$ cat config.mk
export PLATFORM = sky130hd
export DESIGN_NAME = bp_lce_cmd_buffer_flat
export DESIGN_NICKNAME = d
export VERILOG_FILES = /design/src/rtl/bp_lce_cmd_buffer_if.sv /design/src/rtl/bp_lce_cmd_buffer.sv /design/src/flat_wrapper.sv
export SDC_FILE = /design/constraint.sdc
export NUM_CORES = 1
export LEC_CHECK = 0
export ABC_AREA = 0
export CORE_MARGIN = 2
export CORE_UTILIZATION = 41
export CTS_CLUSTER_DIAMETER = 30
export DETAILED_ROUTE_END_ITERATION = 10
export PLACE_DENSITY = 0.82
export SLEW_MARGIN = 10
export SYNTH_ARGS = -nofsm -noshare
export SYNTH_HDL_FRONTEND = slang
export SYNTH_SLANG_ARGS = --single-unit
export TNS_END_PERCENT = 100
$ cat constraint.sdc
create_clock -name clk_i -period 2.8 [get_ports clk_i]
set_clock_uncertainty 0.2 [all_clocks]
set_input_delay 0.42 -clock clk_i [delete_from_list [all_inputs] [get_ports clk_i]]
set_output_delay 0.42 -clock clk_i [all_outputs]
set_load 0.1 [all_outputs]
$ cat src/rtl/bp_lce_cmd_buffer_if.sv
// Handshake bundle around the LCE command buffer.
// Network side uses ready->valid; LCE side uses valid->yumi.
// The buffer takes the slave modport; whoever feeds the network
// messages and plays the LCE takes the master modport.
interface bp_lce_cmd_buffer_if
  #(parameter int els_p       = 2
  , parameter int msg_width_p = 8
  );

    localparam int count_width_lp = $clog2(els_p + 1);

    logic [msg_width_p-1:0]    lce_cmd_i;
    logic                      lce_cmd_v_i;
    logic                      lce_cmd_ready_o;
    logic [msg_width_p-1:0]    lce_cmd_o;
    logic                      lce_cmd_v_o;
    logic                      lce_cmd_yumi_i;
    logic [count_width_lp-1:0] count_o;
    logic [count_width_lp-1:0] high_water_o;

    modport slave (
        input  lce_cmd_i, lce_cmd_v_i, lce_cmd_yumi_i,
        output lce_cmd_ready_o, lce_cmd_o, lce_cmd_v_o, count_o, high_water_o
    );

    modport master (
        output lce_cmd_i, lce_cmd_v_i, lce_cmd_yumi_i,
        input  lce_cmd_ready_o, lce_cmd_o, lce_cmd_v_o, count_o, high_water_o
    );

endinterface

$ cat src/rtl/bp_lce_cmd_buffer.sv
// Elastic buffer on the inbound CCE-to-LCE command path.
// Circular store of els_p messages with occupancy and high-water reporting.
// Optional feature macro: BP_LCE_CMD_BUFFER_BYPASS_EN -- when defined, an
// empty buffer forwards the incoming message to the LCE in the same cycle.
// The io interface instance must be built with the same els_p/msg_width_p.
module bp_lce_cmd_buffer
  #(parameter int bp_params_p = 0
  , parameter int els_p       = 2
  , parameter int msg_width_p = 8
  )
  (input  logic                   clk_i
  , input logic                   reset_i
  , bp_lce_cmd_buffer_if.slave    io
  );

    localparam int ptr_width_lp   = $clog2(els_p);
    localparam int count_width_lp = $clog2(els_p + 1);
    localparam logic [count_width_lp-1:0] full_count_lp = count_width_lp'(els_p);

    // Pointer wrap relies on a power-of-two depth, so reject anything else.
    if (bp_params_p < 0 || els_p < 2 || (els_p & (els_p - 1)) != 0) begin : g_bad_cfg
        $error("bp_lce_cmd_buffer: els_p must be a power of two >= 2");
    end

    logic [msg_width_p-1:0]    mem [els_p];
    logic [ptr_width_lp-1:0]   rptr_r, wptr_r;
    logic [count_width_lp-1:0] count_r, count_next, high_water_r;
    logic                      empty, full, enq, deq, bypass_take;

    assign empty = (count_r == '0);
    assign full  = (count_r == full_count_lp);

    // Ready comes only from registered state so the network never sees yumi.
    assign io.lce_cmd_ready_o = ~full;

`ifdef BP_LCE_CMD_BUFFER_BYPASS_EN
    // A message consumed in the same cycle it arrives never touches storage.
    assign bypass_take    = empty & io.lce_cmd_v_i & io.lce_cmd_yumi_i;
    assign io.lce_cmd_v_o = ~empty | io.lce_cmd_v_i;
    assign io.lce_cmd_o   = empty ? io.lce_cmd_i : mem[rptr_r];
`else
    assign bypass_take    = 1'b0;
    assign io.lce_cmd_v_o = ~empty;
    assign io.lce_cmd_o   = mem[rptr_r];
`endif

    // A yumi against an empty store is either a bypass or illegal; both leave state alone.
    assign enq = io.lce_cmd_v_i & ~full & ~bypass_take;
    assign deq = io.lce_cmd_yumi_i & ~empty;

    assign count_next = count_r + count_width_lp'(enq) - count_width_lp'(deq);

    assign io.count_o      = count_r;
    assign io.high_water_o = high_water_r;

    // Message storage; contents are don't-care after reset so it carries no reset.
    always_ff @(posedge clk_i) begin
        if (enq) begin
            mem[wptr_r] <= io.lce_cmd_i;
        end
    end

    // Pointers, occupancy and high-water mark; high water saturates because count cannot exceed els_p.
    always_ff @(posedge clk_i) begin
        if (reset_i) begin
            rptr_r       <= '0;
            wptr_r       <= '0;
            count_r      <= '0;
            high_water_r <= '0;
        end else begin
            if (enq) begin
                wptr_r <= wptr_r + ptr_width_lp'(1);
            end
            if (deq) begin
                rptr_r <= rptr_r + ptr_width_lp'(1);
            end
            count_r <= count_next;
            if (count_next > high_water_r) begin
                high_water_r <= count_next;
            end
        end
    end

    // The LCE must only consume a message that is being presented.
    a_yumi_needs_valid: assert property (
        @(posedge clk_i) disable iff (reset_i) io.lce_cmd_yumi_i |-> io.lce_cmd_v_o
    );

endmodule
$ cat src/flat_wrapper.sv
// flat-port wrapper written by rule: the top's interface ports become plain ports
module bp_lce_cmd_buffer_flat 
#(parameter int bp_params_p = 0
  , parameter int els_p       = 2
  , parameter int msg_width_p = 8
  )
  (clk_i, reset_i, io_lce_cmd_i, io_lce_cmd_v_i, io_lce_cmd_yumi_i, io_lce_cmd_ready_o, io_lce_cmd_o, io_lce_cmd_v_o, io_count_o, io_high_water_o);
  bp_lce_cmd_buffer_if #(.els_p(els_p), .msg_width_p(msg_width_p)) io_i ();
  input  logic clk_i;
  input logic reset_i;
  input wire logic [$bits(io_i.lce_cmd_i)-1:0] io_lce_cmd_i;
  input wire logic [$bits(io_i.lce_cmd_v_i)-1:0] io_lce_cmd_v_i;
  input wire logic [$bits(io_i.lce_cmd_yumi_i)-1:0] io_lce_cmd_yumi_i;
  output wire logic [$bits(io_i.lce_cmd_ready_o)-1:0] io_lce_cmd_ready_o;
  output wire logic [$bits(io_i.lce_cmd_o)-1:0] io_lce_cmd_o;
  output wire logic [$bits(io_i.lce_cmd_v_o)-1:0] io_lce_cmd_v_o;
  output wire logic [$bits(io_i.count_o)-1:0] io_count_o;
  output wire logic [$bits(io_i.high_water_o)-1:0] io_high_water_o;
  assign io_i.lce_cmd_i = io_lce_cmd_i;
  assign io_i.lce_cmd_v_i = io_lce_cmd_v_i;
  assign io_i.lce_cmd_yumi_i = io_lce_cmd_yumi_i;
  assign io_lce_cmd_ready_o = io_i.lce_cmd_ready_o;
  assign io_lce_cmd_o = io_i.lce_cmd_o;
  assign io_lce_cmd_v_o = io_i.lce_cmd_v_o;
  assign io_count_o = io_i.count_o;
  assign io_high_water_o = io_i.high_water_o;
  bp_lce_cmd_buffer #(.bp_params_p(bp_params_p), .els_p(els_p), .msg_width_p(msg_width_p)) u_core (.clk_i(clk_i), .reset_i(reset_i), .io(io_i));
endmodule
==> Yosys cells after proc, flatten, opt, wreduce, memory -nomap -nowiden <==
Memory sizes are Yosys's and may differ from the RTL's. A register that Yosys moved wholly into a read port is not among the register bits.
Index checks and enable logic that the tools add are counted.
{ "op_classes": {"n_bitwise": 4, "eq_ne": 1, "mux": 4, "magnitude_cmp": 1, "n_div": 0, "add_sub_neg": 4, "n_shift": 0, "reduce_logical": 1, "n_mul": 0} }
{ "ops": {"columns": ["op", "n"], "rows": [
  ["1-bit two-way mux", 4],
  ["1-bit adder (second input constant)", 2],
  ["2-bit by 1-bit adder with 2-bit output", 1],
  ["1-bit AND", 2],
  ["2-bit equality test (second input constant)", 1],
  ["2-bit > comparator", 1],
  ["2-bit logical NOT", 1],
  ["1-bit inverter", 2],
  ["2-bit by 1-bit subtractor with 2-bit output", 1]
]} }
{ "word_totals": {"n_memories": 1, "mem_bits_ro": 0, "latchBits": 0, "elab_cells": 20, "register_bits": 6, "ram_bits": 16} }
{ "memory_table": {"columns": ["name", "depth", "width", "rd", "rd_clocked_by_memory_dff", "write_ports", "line_no", "source"], "rows": [
  ["u_core.mem", 2, 8, 1, 1, 1, "bp_lce_cmd_buffer.sv:25", "logic [msg_width_p-1:0] mem [els_p];"]
]} }

==> Depth between registers and ports, before layout <==
{ "depth": {"depth_word": 6, "depth_mapped": 12, "ltp_nobuf": 12} }

==> Worst setup path after synthesis <==
No wires, ideal clock.
{ "synth_timing": {"path_type": "flip-flop to flip-flop", "start": "reg u_core.count_r[1], in the netlist u_core.io.count_o[1]", "end": "reg u_core.high_water_r[0], in the netlist u_core.io.high_water_o[0]", "setup_time_ps": 118, "path_buffers": 0, "setup_slack_ps": -1109, "stages_incl_launch_ff": 13, "t_arrival_ps": 3591, "cell_sequence": "dfxtp_1 or2_1 and2_4 ha_1 inv_1 ha_1 xnor2_1 xnor2_1 ha_1 nor2b_1 o21ai_2 mux2i_1 nor2_1"} }
{ "synth_lines": {"columns": ["item", "line_no", "source"], "rows": [
  ["start, declared", "bp_lce_cmd_buffer.sv:27", "logic [count_width_lp-1:0] count_r, count_next, high_water_r;"],
  ["start signal, assigned", "bp_lce_cmd_buffer.sv:77", "count_r <= count_next;"],
  ["2-bit logical NOT", "bp_lce_cmd_buffer.sv:30", "assign empty = (count_r == '0);"],
  ["1-bit inverter", null, null],
  ["via io_lce_cmd_v_o", "flat_wrapper.sv:16", "output wire logic [$bits(io_i.lce_cmd_v_o)-1:0] io_lce_cmd_v_o;"],
  ["1-bit AND", "bp_lce_cmd_buffer.sv:49", "assign deq = io.lce_cmd_yumi_i & ~empty;"],
  ["via u_core.deq", "bp_lce_cmd_buffer.sv:28", "logic empty, full, enq, deq, bypass_take;"],
  ["2-bit by 1-bit subtractor with 2-bit output", "bp_lce_cmd_buffer.sv:51", "assign count_next = count_r + count_width_lp'(enq) - count_width_lp'(deq);"],
  ["via u_core.count_next[1]", "bp_lce_cmd_buffer.sv:27", null],
  ["2-bit > comparator", "bp_lce_cmd_buffer.sv:78", "if (count_next > high_water_r) begin"],
  ["end signal, assigned", "bp_lce_cmd_buffer.sv:79", "high_water_r <= count_next;"],
  ["end, declared", "bp_lce_cmd_buffer.sv:27", null]
]} }
The timed path passes the listed nets, and every way through them passes these cells.
A chain may end at the register's enable or synchronous reset.

==> Worst setup path in the final report <==
{ "layout_timing": {"start": "reg u_core.count_r[1], in the netlist u_core.io.count_o[1]", "end": "reg u_core.high_water_r[0], in the netlist u_core.io.high_water_o[0]"} }
{ "layout_lines": {"columns": ["item", "line_no"], "rows": [
  ["2-bit logical NOT", "bp_lce_cmd_buffer.sv:30"],
  ["1-bit inverter", "bp_lce_cmd_buffer.sv:49"],
  ["1-bit AND", "bp_lce_cmd_buffer.sv:49"],
  ["via u_core.deq", "bp_lce_cmd_buffer.sv:28"],
  ["2-bit by 1-bit subtractor with 2-bit output", "bp_lce_cmd_buffer.sv:51"],
  ["via u_core.count_next[1]", "bp_lce_cmd_buffer.sv:27"],
  ["2-bit > comparator", "bp_lce_cmd_buffer.sv:78"]
]} }
The timed path passes the listed nets, and every way through them passes these cells.

==> results.json <==
{
  "synth_cell_types": 18,
  "antenna_violations_before_repair": 0,
  "layout.filler_cells": 194,
  "num_io_pins": 26,
  "cts_buffers": 3,
  "setup_total_negative_slack_ns": 0,
  "timing.final.setup_violations": 0,
  "dominant_combinational_cell_family_by_area_after_synthesis": "multiplexers",
  "final_nets": 111,
  "post-route-period-util": 0.954,
  "fp-row-count": 17,
  "proportion_of_layout_cells_with_a_drive_suffix_above_1": 0.351,
  "area_occupied_by_multi_input_gates_um2": 338,
  "drc_errors": 0,
  "place_hpwl_mm": 1.12,
  "layout_common_cells": "17 x buf_4, 16 x edfxtp_1, 11 x clkdlybuf4s50_1",
  "critPathMaxFanout": 4,
  "cts_sinks": 23,
  "area.growth.synth_to_final_pct": 38.1,
  "post-cts-setup-buffer-count": 0,
  "clock_tree.root_cell": "clkbuf_4",
  "worst_skew_pair.late_latency_ns": 0.29,
  "first_global_vias": 550,
  "number_of_drc_markers_in_iteration_0": 5,
  "relSlewSlack": 0.736,
  "maximum_number_of_pins_on_one_net_before_global_route_repair": 13,
  "grt-ovfl-total": 0,
  "route.antenna.remaining_nets": 0,
  "pre_cts_slack_ns": -0.146,
  "routed_wirelength_mm": 1.45,
  "timing.final.crit_period_ns": 2.67,
  "register_area_um2": 628,
  "post_synth_and_or_nand_nor_area_fraction": 0.0794,
  "rsz0062_at_grt": "false",
  "endpoint_kind": "flop",
  "antenna_cells_inserted": 0,
  "timing.final.max_slew_violations": 0,
  "die_area_um2": 2660,
  "hold_viol": 0,
  "hold_path.class": "flop to flop",
  "clock_tree_from_tritoncts": "yes",
  "wire_length_of_the_first_global_routing_pass_mm": 2.30,
  "outcome": "completed",
  "core_region_area_um2": 2170,
  "number_of_standard_cells_after_synthesis": 63,
  "start_util": 0.428,
  "final_worst_hold_slack_ns": 0.354,
  "clk_pin_slew_ns": 0.11,
  "startpoint_type": "flop",
  "yosys.area_share.xor_xnor": 0.0458,
  "critical_path_class": "flop to flop",
  "fmax_mhz": 374,
  "syn-num-nets": 79,
  "detail_route.wl_per_cell_um": 11.8,
  "cp_data_arrival_time_ns": 2.66,
  "synth-compound-area-share": 0.00942,
  "place.port_buffers": 25,
  "syn_avg_cell_area_um2": 14.8,
  "post_cts_sizing": 0,
  "synth.mux.area_fraction": 0.118,
  "share_of_synthesized_area_occupied_by_flip_flops_and_latches": 0.668,
  "via_count": 554,
  "postCtsHoldBufs": 0,
  "htree_levels": 1,
  "chipHeight_um": 51.6,
  "max-clock-path-buffers": 2,
  "postLayoutSetupSlackWorst_ns": 0.129,
  "die-width_um": 51.6,
  "yosys_warnings": 0,
  "synth-adder-area-share": 0.0538,
  "yosys_register_bits": 23,
  "gp_routability_congestion": 0.707,
  "cp.required_ns": 2.79,
  "worst_margin_pin_slew_ns": 0.395,
  "final_core_utilization": 0.592,
  "vias_per_cell": 4.54,
  "detail_route.first_pass.iterations": 3,
  "max_cap_viol_count": 0,
  "most_common_cell_after_layout_fill_and_taps_aside": "buf_4",
  "synthesis.area_um2": 930,
  "total_global_routing_track_utilization": 0.121
}
==> cell usage after synthesis <==
master    number  share of area
nand2b_1       1         0.0067
xor2_1         1         0.0094
xnor2_1        2          0.019
nor2b_1        2          0.013
and3_1         1         0.0067
mux2_1         8          0.097
mux2i_1        2          0.022
dfxtp_1        7           0.15
and2_4         1         0.0094
inv_1          5          0.020
nor2_1         7          0.028
buf_2          1         0.0054
o21ai_2        1         0.0094
edfxtp_1      16           0.52
ha_1           4          0.054
nand2_1        2         0.0081
xnor2_2        1          0.018
or2_1          1         0.0067
==> per-layer routing <==
layer  track usage  up-vias  part of all wire
met3        0.0402        0             0.082
met5             0        -                 0
met2         0.214       18              0.48
met4        0.0395        0                 0
li1              -      279                 -
met1         0.137      257              0.43
==> stage by stage <==
| step | cell area [µm²] | std cells |
|---|---|---|
| 3_3_place_gp | 1250 | 118 |
| 3_5_place_dp | 1250 | 118 |
| 5_1_grt | 1280 | 122 |
| 4_1_cts | 1280 | 122 |
| 2_1_floorplan | 982 | 63 |
| 6_report | 1280 | 122 |
==> final timing paths <==
check / start / to / slack [ns] / depth (start not counted)
setup / recovery: u_core.io.count_o[1] / u_core.io.high_water_o[0] / 0.13 / 12
hold / removal: u_core.io.high_water_o[1] / u_core.io.high_water_o[1] / 0.35 / 2
setup reg to reg: u_core.io.count_o[1] / u_core.io.high_water_o[0] / 0.13 / 12
hold reg to reg: u_core.io.high_water_o[1] / u_core.io.high_water_o[1] / 0.35 / 2
==> final cells by class <==
class,instances,share of cell area
flip-flops and latches,23,0.489
multi-input cells,34,0.263
repair buffers,28,0.185
well taps,28,0.0273
clock buffers,4,0.0205
inverters,5,0.0146
==> sequential cells by signal, indices dropped and copies added, names as in the netlist, named ones only <==
| name | count |
|---|---|
| u_core.io.count_o | 2 |
| u_core.io.high_water_o | 2 |
| u_core.mem | 16 |
| u_core.rptr_r | 1 |
| u_core.wptr_r | 1 |
==> critical path, cell delays in order, from the launching register on <==
cell     delay, ns
dfxtp_4       0.38
or2_4         0.25
and2_4        0.15
ha_4          0.25
inv_2         0.04
ha_4          0.15
xnor2_2       0.14
xnor2_2       0.14
ha_1          0.31
nor2b_4       0.13
o21ai_2       0.18
mux2i_1       0.20
nor2_1        0.06
==> logic make-up after synthesis <==
| family | count (synthesis) |
|---|---|
| xor gates and xnor gates | 4 |
| DFF | 23 |
| muxes | 10 |
| and+or+nand+nor | 15 |
| AOI/OAI and AO/OA | 1 |
| adders and majority gates | 4 |
| buffers and inverters | 6 |
Power is left out: the tool's default activity adds up to more than one toggle a clock period on the data nets, which glitch-free logic cannot reach.
